$ cat src/rtl/qcorr_acc_if.sv
// qcorr_acc_if: per-channel sample handshake and drained-result handshake of qcorr_acc_scheduler
interface qcorr_acc_if #(
  parameter int NUM_CH = 4,
  parameter int ACC_W = 16
);
  logic [NUM_CH-1:0] ch_valid_i, ch_data_i, ch_ready_o;
  logic res_valid_o, res_ready_i;
  logic [$clog2(NUM_CH)-1:0] res_ch_o;
  logic signed [ACC_W-1:0] res_data_o;
  modport master (
    output ch_valid_i, ch_data_i, res_ready_i,
    input ch_ready_o, res_valid_o, res_ch_o, res_data_o
  );
  modport slave (
    input ch_valid_i, ch_data_i, res_ready_i,
    output ch_ready_o, res_valid_o, res_ch_o, res_data_o
  );
endinterface

$ cat src/rtl/qcorr_acc_scheduler.sv
// qcorr_acc_scheduler: round-robin shared +-1 accumulator over NUM_CH QCorr streams with in-order result drain.
// Define QCORR_ACC_SAT_EN for saturating accumulation; default build wraps modulo 2^ACC_W.
module qcorr_acc_scheduler #(
  parameter int NUM_CH = 4,
  parameter int SAMPLING_RATE = 48,
  parameter int TIME_WINDOW = 10,
  parameter int FEATURE_MAP_RESOLUTION = 8,
  parameter int ACC_W = 2 * FEATURE_MAP_RESOLUTION
) (
  input  logic clk_i,
  input  logic rst_i,
  qcorr_acc_if.slave bus,
  output logic window_done_o,
  output logic busy_o
);
  localparam int CH_W = $clog2(NUM_CH);
  localparam logic [15:0] TOTAL = 16'(SAMPLING_RATE * TIME_WINDOW);
  typedef enum logic [1:0] {IDLE, COLLECT, DRAIN, CLEAR} state_t;
  state_t state, state_nxt;
  logic signed [ACC_W-1:0] acc [NUM_CH];
  logic [15:0] cnt [NUM_CH];
  logic [CH_W-1:0] last_grant, idx, g, gc;
  logic [NUM_CH-1:0] elig, full_nxt;
  logic found, all_done;
  logic signed [ACC_W-1:0] acc_g, step, acc_nxt;
  int c;
`ifdef QCORR_ACC_SAT_EN
  localparam logic signed [ACC_W-1:0] MAXV = {1'b0, {(ACC_W-1){1'b1}}};
  localparam logic signed [ACC_W-1:0] MINV = {1'b1, {(ACC_W-1){1'b0}}};
`endif
  // Rotating priority search starting just after the last granted channel
  always_comb begin
    elig = '0;
    found = 1'b0;
    g = '0;
    gc = '0;
    c = 0;
    for (int k = 0; k < NUM_CH; k++) elig[k] = state == COLLECT && bus.ch_valid_i[k] && cnt[k] != TOTAL;
    for (int k = 0; k < NUM_CH; k++) begin
      c = int'(last_grant) + 1 + k;
      c = c >= NUM_CH ? c - NUM_CH : c;
      gc = c[CH_W-1:0];
      if (!found && elig[gc]) begin
        found = 1'b1;
        g = gc;
      end
    end
  end
  // Window completion is judged on post-handshake counts so DRAIN follows the final sample directly
  always_comb begin
    acc_g = acc[g];
    step = bus.ch_data_i[g] ? ACC_W'(1) : '1;
`ifdef QCORR_ACC_SAT_EN
    acc_nxt = (bus.ch_data_i[g] ? acc_g == MAXV : acc_g == MINV) ? acc_g : acc_g + step;
`else
    acc_nxt = acc_g + step;
`endif
    for (int k = 0; k < NUM_CH; k++)
      full_nxt[k] = cnt[k] == TOTAL || (found && g == CH_W'(k) && cnt[k] == TOTAL - 16'd1);
    all_done = &full_nxt;
  end
  always_comb begin
    state_nxt = state == IDLE    ? COLLECT :
                state == COLLECT ? (all_done ? DRAIN : COLLECT) :
                state == DRAIN   ? (bus.res_ready_i && idx == CH_W'(NUM_CH - 1) ? CLEAR : DRAIN) :
                                   COLLECT;
  end
  assign bus.ch_ready_o = found ? NUM_CH'(1) << g : '0;
  assign bus.res_valid_o = state == DRAIN;
  assign bus.res_ch_o = state == DRAIN ? idx : '0;
  assign bus.res_data_o = state == DRAIN ? acc[idx] : '0;
  assign window_done_o = state == CLEAR;
  assign busy_o = state != IDLE;
  always_ff @(posedge clk_i) state <= rst_i ? IDLE : state_nxt;
  always_ff @(posedge clk_i) begin
    if (rst_i) begin
      for (int k = 0; k < NUM_CH; k++) begin
        acc[k] <= '0;
        cnt[k] <= '0;
      end
      last_grant <= CH_W'(NUM_CH - 1);
      idx <= '0;
    end else begin
      if (state == CLEAR) begin
        for (int k = 0; k < NUM_CH; k++) begin
          acc[k] <= '0;
          cnt[k] <= '0;
        end
      end else if (found) begin
        acc[g] <= acc_nxt;
        cnt[g] <= cnt[g] + 16'd1;
      end
      if (found) last_grant <= g;
      if (state == COLLECT && all_done) idx <= '0;
      else if (state == DRAIN && bus.res_ready_i) idx <= idx + CH_W'(1);
    end
  end
endmodule

$ cat src/flat_wrapper.sv
// flat-port wrapper written by rule: the top's interface ports become plain ports
module qcorr_acc_scheduler_flat 
#(
  parameter int NUM_CH = 4,
  parameter int SAMPLING_RATE = 48,
  parameter int TIME_WINDOW = 10,
  parameter int FEATURE_MAP_RESOLUTION = 8,
  parameter int ACC_W = 2 * FEATURE_MAP_RESOLUTION
)
  (clk_i, rst_i, window_done_o, busy_o, bus_ch_valid_i, bus_ch_data_i, bus_res_ready_i, bus_ch_ready_o, bus_res_valid_o, bus_res_ch_o, bus_res_data_o);
  qcorr_acc_if #(.NUM_CH(NUM_CH), .ACC_W(ACC_W)) bus_i ();
  input  logic clk_i;
  input  logic rst_i;
  output logic window_done_o;
  output logic busy_o;
  input wire logic [$bits(bus_i.ch_valid_i)-1:0] bus_ch_valid_i;
  input wire logic [$bits(bus_i.ch_data_i)-1:0] bus_ch_data_i;
  input wire logic [$bits(bus_i.res_ready_i)-1:0] bus_res_ready_i;
  output wire logic [$bits(bus_i.ch_ready_o)-1:0] bus_ch_ready_o;
  output wire logic [$bits(bus_i.res_valid_o)-1:0] bus_res_valid_o;
  output wire logic [$bits(bus_i.res_ch_o)-1:0] bus_res_ch_o;
  output wire logic [$bits(bus_i.res_data_o)-1:0] bus_res_data_o;
  assign bus_i.ch_valid_i = bus_ch_valid_i;
  assign bus_i.ch_data_i = bus_ch_data_i;
  assign bus_i.res_ready_i = bus_res_ready_i;
  assign bus_ch_ready_o = bus_i.ch_ready_o;
  assign bus_res_valid_o = bus_i.res_valid_o;
  assign bus_res_ch_o = bus_i.res_ch_o;
  assign bus_res_data_o = bus_i.res_data_o;
  qcorr_acc_scheduler #(.NUM_CH(NUM_CH), .SAMPLING_RATE(SAMPLING_RATE), .TIME_WINDOW(TIME_WINDOW), .FEATURE_MAP_RESOLUTION(FEATURE_MAP_RESOLUTION), .ACC_W(ACC_W)) u_core (.clk_i(clk_i), .rst_i(rst_i), .bus(bus_i), .window_done_o(window_done_o), .busy_o(busy_o));
endmodule
$ cat config.mk
export PLATFORM = sky130hd
export DESIGN_NAME = qcorr_acc_scheduler_flat
export DESIGN_NICKNAME = d
export VERILOG_FILES = /design/src/rtl/qcorr_acc_if.sv /design/src/rtl/qcorr_acc_scheduler.sv /design/src/flat_wrapper.sv
export SDC_FILE = /design/constraint.sdc
export NUM_CORES = 1
export LEC_CHECK = 0
export ABC_CLOCK_PERIOD_IN_PS = 18800
export CORE_MARGIN = 3
export CORE_UTILIZATION = 55
export CTS_BUF_LIST = sky130_fd_sc_hd__clkbuf_16
export DETAILED_ROUTE_END_ITERATION = 10
export GPL_TIMING_DRIVEN = 0
export PLACE_DENSITY_LB_ADDON = 0.15
export SLEW_MARGIN = 20
export SYNTH_ARGS = -nofsm -noshare
export SYNTH_HDL_FRONTEND = slang
export SYNTH_SLANG_ARGS = --single-unit
$ cat constraint.sdc
create_clock -name clk_i -period 18.8 [get_ports clk_i]
set_input_delay 4.7 -clock clk_i [delete_from_list [all_inputs] [get_ports clk_i]]
set_output_delay 4.7 -clock clk_i [all_outputs]
set_load 0.01 [all_outputs]
; ---- Yosys cells after proc, flatten, opt, wreduce, memory -nomap -nowiden
; Memory sizes are Yosys's and may differ from the RTL's. A register that Yosys moved wholly into a read port is not among the register bits.
; Index checks and enable logic that the tools add are counted.
[totals]
register_bits = 6
ram_bits = 128
inputBits = 11
out_inout_bits = 25
mem_count = 2
[op_classes]
add_sub_neg = 11
n_lt_le_gt_ge = 9
eq_ne = 19
shifts = 1
muxes = 56
bitwise = 8
reduce_logical = 37
[memory_table]
columns = name, words, width, read_ports, rd_ports_with_merged_regs, write_ports, line_no
row1 = u_core.acc, 4, 16, 2, 1, 4, qcorr_acc_scheduler.sv:20  ; logic signed [ACC_W-1:0] acc [NUM_CH];
row2 = u_core.cnt, 4, 16, 5, 0, 4, qcorr_acc_scheduler.sv:21  ; logic [15:0] cnt [NUM_CH];
[ops]
columns = operator, n
row1 = $mux W16, 12
row2 = $eq A16 B9 Y1 const B, 8
row3 = $ge A32 B4 Y1 const B, 3
row4 = $ne A16 B9 Y1 const B, 4
row5 = $mux W2, 16
row6 = $reduce_or A16 Y1, 2
row7 = $logic_and A1 B1 Y1, 22
row8 = $mux W1, 22
row9 = $add A16 B1 Y16 const B, 1
row10 = $add A16 B16 Y16, 1
row11 = $lt A2 B3 Y1 const B, 5
row12 = $bmux W1 S2, 5
row13 = $eq A2 B2 Y1 const B, 5
row14 = $add A3 B2 Y4 const B, 2
row15 = $or A1 B1 Y1, 8
row16 = $sub A2 B1 Y2 const B, 4
row17 = $add A3 B1 Y4 const B, 1
row18 = $eq A2 B1 Y1 const B, 2
row19 = $logic_not A2 Y1, 2
row20 = $logic_or A1 B1 Y1, 4
row21 = $mux W4, 1
row22 = $reduce_and A4 Y1, 1
row23 = $reduce_or A2 Y1, 2
row24 = $shl A1 B2 Y4 const A, 1
row25 = other kinds (5), 7

; ---- Longest topological paths before layout
[depth]
word_depth = 23
depth_mapped = 22
mapped_depth_nobuf = 19

; ---- Least setup slack after synthesis
; Ideal clock, no wire load.
[synth_timing]
kind = in2out
start = input port bus_ch_valid_i[1]
end = output port bus_ch_ready_o[3]
arrival_time_ns = 6.211
required_ns = 14.100
path_slack_ns = 7.889
stages = 7
n_path_buf = 2
path_cell_list = and2_1 -> and2_1 -> o211a_1 -> a2111oi_4 -> buf_6 -> buf_4 -> nor2_1
[synth_via]
elab_chain_len = 16
word_cells_on_any_way = 26
cone_classes = shift (1) / mux (17) / reduce/logical (8)
[synth_lines]
columns = item, line_no
row1 = "start, declared", flat_wrapper.sv:16  ; input wire logic [$bits(bus_i.ch_valid_i)-1:0] bus_ch_valid_i;
row2 = $logic_and A1 B1 Y1 * (2 in a row), qcorr_acc_scheduler.sv:38  ; for (int k = 0; k < NUM_CH; k++) elig[k] = state == COLLECT && bus.ch_valid_i[k] && cnt[k] != TOTAL;
row3 = $bmux W1 S2, qcorr_acc_scheduler.sv:43  ; if (!found && elig[gc]) begin
row4 = $mux W1 (not written as such), qcorr_acc_scheduler.sv:43
row5 = $mux W1, qcorr_acc_scheduler.sv:43
row6 = $logic_not A1 Y1, qcorr_acc_scheduler.sv:43
row7 = $logic_and A1 B1 Y1, qcorr_acc_scheduler.sv:43
row8 = $mux W1, qcorr_acc_scheduler.sv:43
row9 = $logic_not A1 Y1, qcorr_acc_scheduler.sv:43
row10 = $logic_and A1 B1 Y1, qcorr_acc_scheduler.sv:43
row11 = $mux W1, qcorr_acc_scheduler.sv:43
row12 = $logic_not A1 Y1, qcorr_acc_scheduler.sv:43
row13 = $logic_and A1 B1 Y1, qcorr_acc_scheduler.sv:43
row14 = $mux W2, qcorr_acc_scheduler.sv:43
row15 = $shl A1 B2 Y4, qcorr_acc_scheduler.sv:68  ; assign bus.ch_ready_o = found ? NUM_CH'(1) << g : '0;
row16 = $mux W4 *, qcorr_acc_scheduler.sv:68
row17 = "end, declared", flat_wrapper.sv:19  ; output wire logic [$bits(bus_i.ch_ready_o)-1:0] bus_ch_ready_o;
; Mark *: on every way between the ends. The rest lies on a longest branch, timed or not. The select of a mux whose other input is x is not followed.

; ---- Worst setup path after layout
; Ends and elaborated chain as after synthesis.

==> results.py <==
metrics = {
    "timing": {
        "finalHoldViolCount": 0,
        "slew_headroom_pct": 20.40,
        "tightest_slew_ps": 1183,
        "setup_tns_ps": 0,
        "slew_violations": 0,
        "timing.fmax_ghz": 0.08164,
        "min_period_ps": 12250,
        "fin_crit_sh_pct": 65.15,
        "skew_ps": 10.96,
        "finalSetupViolations": 0,
        "grt_setup_unrepaired": "no",
        "timing.hold.ws_ps": 573.5,
    },
    "clock_tree": {
        "clkSinkCount": 136,
        "cts_tree": "done",
        "cts_max_level": 4,
        "cts_hold_buffers": 0,
        "numCtsBuffers": 17,
        "clk_latency_ps": 430,
        "cts_resized": 0,
        "clock_path_buffers": 2,
        "clkTransAtPathRegs_ps": 60,
        "cts_root_buffer": "clkbuf_16",
        "postCtsSetupBuffers": 0,
    },
    "grt": {
        "grt_pass1_vias": 6718,
        "grtUsageTotal_pct": 29.88,
        "grt_pass1_wl_um": 37060,
        "grt_max_degree": 20,
        "antenna_found_initial": 0,
        "grt_overflow": 0,
    },
    "worst_setup_path": {
        "worstPathCellList": "clkdlybuf4s50_1 > and2_1 > and2_1 > o211a_1 > a2111oi_4 > buf_6 > buf_4 > nor2_1 > clkdlybuf4s50_1",
        "critPathMaxFanout": 10,
        "r2r_slack_ps": 11160,
        "startpoint_type": "input port",
        "worstPathRequired_ps": 14100,
        "critPathSlowestCell": "a2111oi_4",
        "worstSetupEndpointType": "output port",
        "worstRegToRegCells": 21,
        "r2r-end": "u_core.acc[3][14]$_SDFFCE_PN0P_",
        "crit_start": "bus_ch_valid_i[1]",
        "r2r-start": "u_core.cnt[1][11]$_SDFFCE_PN0P_",
        "cpPeakStageDelay_ps": 620,
        "crit_type": "input port to output port",
        "critPathArrivalTime_ps": 7550,
        "cpLargestDelayFamily": "buffers and inverters",
        "path_depth": 9,
        "endpoint": "bus_ch_ready_o[3]",
        "critical_path_buf_inv_count": 4,
    },
    "place": {
        "dpl.cell_count": 985,
        "port_buffers": 35,
        "hpwl_um": 16570,
        "dpl_cell_area_um2": 8905,
        "place.gp.congestion": 0.9231,
    },
    "floorplanning": {
        "die_h_um": 128.0,
        "fp.dieW_um": 128.0,
        "die_area_um2": 16390,
        "rows": 43,
        "core_area_um2": 14200,
        "start_util_pct": 57.66,
        "ios": 36,
    },
    "synthesis": {
        "synth.avg_cell_area_um2": 10.70,
        "ys_ff_latch": 136,
        "synth_top_area_share_pct": 46.94,
        "async_reset_ff_share_pct": 0,
        "yosys.area.top_type": "edfxtp_1",
        "synth_commonest_cells": "nor2_1 (133), edfxtp_1 (128), nand2_1 (116)",
        "synth_area_um2": 8189,
        "yosysMostFrequentCell": "nor2_1",
        "synth_edf_count": 128,
        "yosys.cell_types.count": 75,
        "ys_seq_area_share_pct": 48.89,
        "synth.net_count": 793,
        "ys_warn_count": 0,
        "netlist_instances": 765,
        "synthTopCellsByArea": "edfxtp_1 (47%), mux2i_1 (6.8%), nor2_1 (6.1%)",
        "synthFlopType": "edfxtp_1",
    },
    "layout": {
        "n_antenna_cell": 0,
        "drive_gt1_share_pct": 10.65,
        "syn_to_final_growth_pct": 15.39,
        "stdcell_area_um2": 9449,
        "nets": 852,
        "final_cells": 1016,
    },
    "pwr": {
        "power.density_nw_per_um2": 108.1,
        "seq_power_share_pct": 38.9,
        "p_comb_share_pct": 30.4,
        "p_clk_share_pct": 30.7,
        "swShare_pct": 33.86,
        "power_switching_mw": 0.3460,
        "p_int_mw": 0.6758,
        "p_leak_nw": 3.574,
        "ir_worst_vdd_mv": 0.07326,
    },
    "route": {
        "drt_iter0_drc": 755,
        "drc": 0,
        "ant_nets": 0,
        "drt_pass1_iterations": 5,
        "vias": 6520,
        "wl_um": 23540,
        "wl_per_cell_um": 23.17,
        "vias_per_cell": 6.417,
    },
    "outcome": {
        "outcome": "complete, no violations",
    },
    "job": {
        "maxCapViolCount": 0,
    },
    "worst_hold_path": {
        "hp-class": "flip-flop to flip-flop",
        "min_from": "u_core.last_grant[0]$_SDFFE_PP1P_",
    },
}
==> through the flow <==
step                util (%)  power [mW]  setup slack [ps]
finish                 66.53       1.022              6551
global route           66.53       1.067              6518
CTS                    66.53       1.015              6597
detailed placement     62.69      0.7040              6613
global placement       61.71      0.6884              6640
floorplan                  -      0.6164              7889
==> placed cells by master (no fill, tap or decap), types with 11 or more instances in the layout <==
cell,count
clkbuf_1,20
a21oi_1,15
inv_1,16
clkdlybuf4s50_1,35
clkbuf_16,17
nor2_1,133
nand3_1,11
and3_1,18
a31oi_1,17
mux4_2,16
nand2_1,115
nor3_1,15
edfxtp_1,128
xnor2_1,15
mux2i_1,56
and2_1,22
ha_1,16
nand4_1,11
==> logic make-up (layout without fill, tap and decap cells) <==
group	count (synthesis)	in the layout	synth area share [%]
multiplexers	83	83	13.43
adder cells (fa/ha/maj)	17	17	2.689
AO/OA/AOI/OAI	75	75	7.166
buffers and inverters	51	122	2.811
AND/OR/NAND/NOR	378	378	22.34
flip-flops	136	136	48.89
XOR/XNOR	25	25	2.674
==> metal layers <==
metal  share of wire [%]  vias up  wire length, um  global-route usage [%]
met3                  10       48             2468                   7.042
met4                 2.0        0              468                   9.176
met5                   0        -                0                       0
li1                    -     2931                -                       -
met2                  46      378            10720                   47.07
met1                  42     3163             9883                   41.44
==> sequential cells by signal (all words and copies together) (netlist names), named ones only <==
signal / count
u_core.acc: 64
u_core.cnt: 64
u_core.idx: 2
u_core.last_grant: 2
u_core.state: 2
==> worst min-delay path: stages, from the launching register on <==
cell and delay, ps:
dfxtp_1 390, a21oi_1 80, nand2_1 70
==> final cells by class <==
type                    count  area (um^2)
clock buffers              17        425.4
repair buffers             40        462.9
plain buffers              38        181.4
clock inverters            14        118.9
inverters                  13        48.80
fillers                  1089         4755
well taps                 180        225.2
multi-input cells         578         3983
flip-flops and latches    136         4004
==> power by group through the flow <==
stage	clock (mW)	combinational [mW]	sequential (mW)
after floorplan	0	0.222	0.394
after global placement	0	0.287	0.402
after detailed placement	0	0.302	0.402
after CTS	0.314	0.305	0.396
after global routing	0.328	0.338	0.401
final	0.313	0.311	0.397
==> worst min path at each step <==
stage | cells after the start | slack (ps) | endpoint
global placement | 2 | 530 | u_core.last_grant[0]$_SDFFE_PP1P_
CTS | 2 | 560 | u_core.last_grant[0]$_SDFFE_PP1P_
floorplan | 2 | 490 | u_core.last_grant[0]$_SDFFE_PP1P_
global route | 2 | 600 | u_core.last_grant[0]$_SDFFE_PP1P_
finish | 2 | 570 | u_core.last_grant[0]$_SDFFE_PP1P_
detailed placement | 2 | 540 | u_core.last_grant[0]$_SDFFE_PP1P_
Note: power is estimated with default switching activity, not from simulation.
==> RTL change (same flow settings) <==
Build with the macro `QCORR_ACC_SAT_EN` defined.
--- a/src/rtl/qcorr_acc_scheduler.sv
+++ b/src/rtl/qcorr_acc_scheduler.sv
@@ -1,5 +1,7 @@
 // qcorr_acc_scheduler: round-robin shared +-1 accumulator over NUM_CH QCorr streams with in-order result drain.
 // Define QCORR_ACC_SAT_EN for saturating accumulation; default build wraps modulo 2^ACC_W.
+`define QCORR_ACC_SAT_EN
+
 module qcorr_acc_scheduler #(
   parameter int NUM_CH = 4,
   parameter int SAMPLING_RATE = 48,
Formal check against the unedited RTL: same outputs for any inputs over 10 cycles, from zero or initial values and one cycle with rst_i high; that may be too few to reach the edited logic, so the function may still have changed.
==> RTL change against the unedited design <==
- core utilization is 0.41 points lower
- power is 5.1% lower
- cell count is 3.1% higher
- wire length is 3.5% higher
- design area is 0.61% lower
- critical path depth stayed put
- setup slack worse by 0.34 ns
- register-to-register slack better by 0.11 ns
- sequential cell count stayed put
- synthesized area is 0.55% lower
- first-iteration DRC count is 27% higher
- combinational power is 15% lower
- die area is 0.52% lower
- largest cell class unchanged
- highest routed layer unchanged
==> RTL change: results (changes against the unedited design) <==
| Metric | Value |
|---|---|
| Largest net degree at the start of global routing | 28 (was 20) |
| Netlist cell types | 79 (was 75) |
| Post-place setup slack | 6.35 ns (was 6.61 ns) |
| HP Start | u_core.idx[1] (was u_core.last_grant[0]) |
| Share of layout cells above drive strength 1 | 9.56% (was 10.6%) |
| Final Skew | 0.0111 ns (was 0.0110 ns) |
| Lkg Pwr | 3.34 nW (was 3.57 nW) |
| Slowest-stage cell, CP | a21boi_1 (was a2111oi_4) |
| Crit path DAT | 7.89 ns (was 7.55 ns) |
| First-pass GRT wire length | 37,800 µm (was 37,100 µm) |
| Detail Placement HPWL | 17,400 µm (was 16,600 µm) |
| Fill count | 1,144 (was 1,089) |
| Main area contributors after synthesis | edfxtp_1 (47%), nor2_1 (7.0%), mux4_2 (4.4%), and2_1 (2.3%), nand2_1 (2.3%) (was edfxtp_1 (47%), mux2i_1 (6.8%), nor2_1 (6.1%), nand2_1 (5.3%), mux4_2 (4.4%)) |
| Relative slew slack | 34.3% (was 20.4%) |
| Beginning of the critical path | bus_ch_valid_i[3] (was bus_ch_valid_i[1]) |
| Status | completed (unchanged) |
| Worst r2r src | u_core.cnt[0][10] (was u_core.cnt[1][11]) |
| H-tree depth | 4 (unchanged) |
| Syn nets | 823 (was 793) |
| Post-Route WL | 24,400 µm (was 23,500 µm) |
| Worst path max stage delay | 0.68 ns (was 0.62 ns) |
| Number of global-route vias before repair | 6,858 (was 6,718) |
| DRT Pass-1 Iters | 7 (was 5) |
| Final #Nets | 881 (was 852) |
| Initial drt markers | 961 (was 755) |
| Worst VDD drop | 71.5 µV (was 73.3 µV) |
| List of most frequent post-synthesis cells | nor2_1 (151), edfxtp_1 (128), nand2_1 (50), clkbuf_1 (34), and2_1 (30) (was nor2_1 (133), edfxtp_1 (128), nand2_1 (116), mux2i_1 (56), and2_1 (22)) |
| Cell Int Power | 0.652 mW (was 0.676 mW) |
| Total track usage | 30.6% (was 29.9%) |
| Vias | 7,098 (was 6,520) |
| Sequential-to-total area share from yosys stat | 49.2% (was 48.9%) |
## RTL change: kinds of logic (layout without fill, tap and decap cells)
logic type | after synthesis | in the layout | share of synthesized area, %
and+or+nand+nor | 357 | 357 | 21.2
buffers and inverters | 65 | 136 | 3.16
DFF | 136 | 136 | 49.2
muxes | 22 | 22 | 5.16
xor gates and xnor gates | 23 | 23 | 2.47
adders and majority gates | 16 | 16 | 2.52
AOI/OAI and AO/OA | 178 | 178 | 16.3
## RTL change: per-stage QoR
step	hold WS, ns	total power, mW	cell area, µm²	util, %	cells
floorplan	0.475	0.566	8140	-	797
global placement	0.505	0.631	8720	61.4	1012
detailed placement	0.524	0.640	8810	62.0	1016
CTS	0.532	0.964	9390	66.1	1048
global route	0.595	1.01	9390	66.1	1048
finish	0.523	0.970	9390	66.1	1048
## RTL change: layout make-up
type                    count  area, µm²  area share (%)
plain buffers              43        175            1.87
clock buffers              17        425            4.53
clock inverters            15        150            1.60
well taps                 180        225            2.40
multi-input cells         596       3900            41.5
repair buffers             39        430            4.58
inverters                  22       82.6           0.879
flip-flops and latches    136       4000            42.6
## RTL change: path summary, 6_finish.rpt
| kind | to | slack (ns) | cells after the start |
|---|---|---|---|
| worst max-delay path | bus_ch_ready_o[3] | 6.21 | 9 |
| worst min-delay path | flip-flop | 0.52 | 2 |
| worst min register to register | flip-flop | 0.52 | 2 |
| worst max register to register | u_core.acc[1][10] | 11.27 | 21 |
## RTL change: routing by layer
| layer | GRT usage (%) | wire length, µm | vias to the layer above |
|---|---|---|---|
| li1 | - | - | 3149 |
| met4 | 12.4 | 704 | 0 |
| met2 | 47.3 | 11200 | 452 |
| met1 | 41.9 | 9690 | 3440 |
| met5 | 0 | 0 | - |
| met3 | 7.17 | 2730 | 57 |
## RTL change: power groups by stage
stage | clock network, mW | logic, mW | registers [mW]
2_1_floorplan | 0 | 0.189 | 0.378
3_3_place_gp | 0 | 0.248 | 0.382
3_5_place_dp | 0 | 0.257 | 0.383
6_report | 0.327 | 0.264 | 0.378
5_1_grt | 0.341 | 0.289 | 0.380
4_1_cts | 0.328 | 0.259 | 0.377
## RTL change: critical path, delay by kind of cell
kind	cells	cell delay, ns
simple gates	2	0.32
buf+inv	5	1.75
compound gates	2	1.11
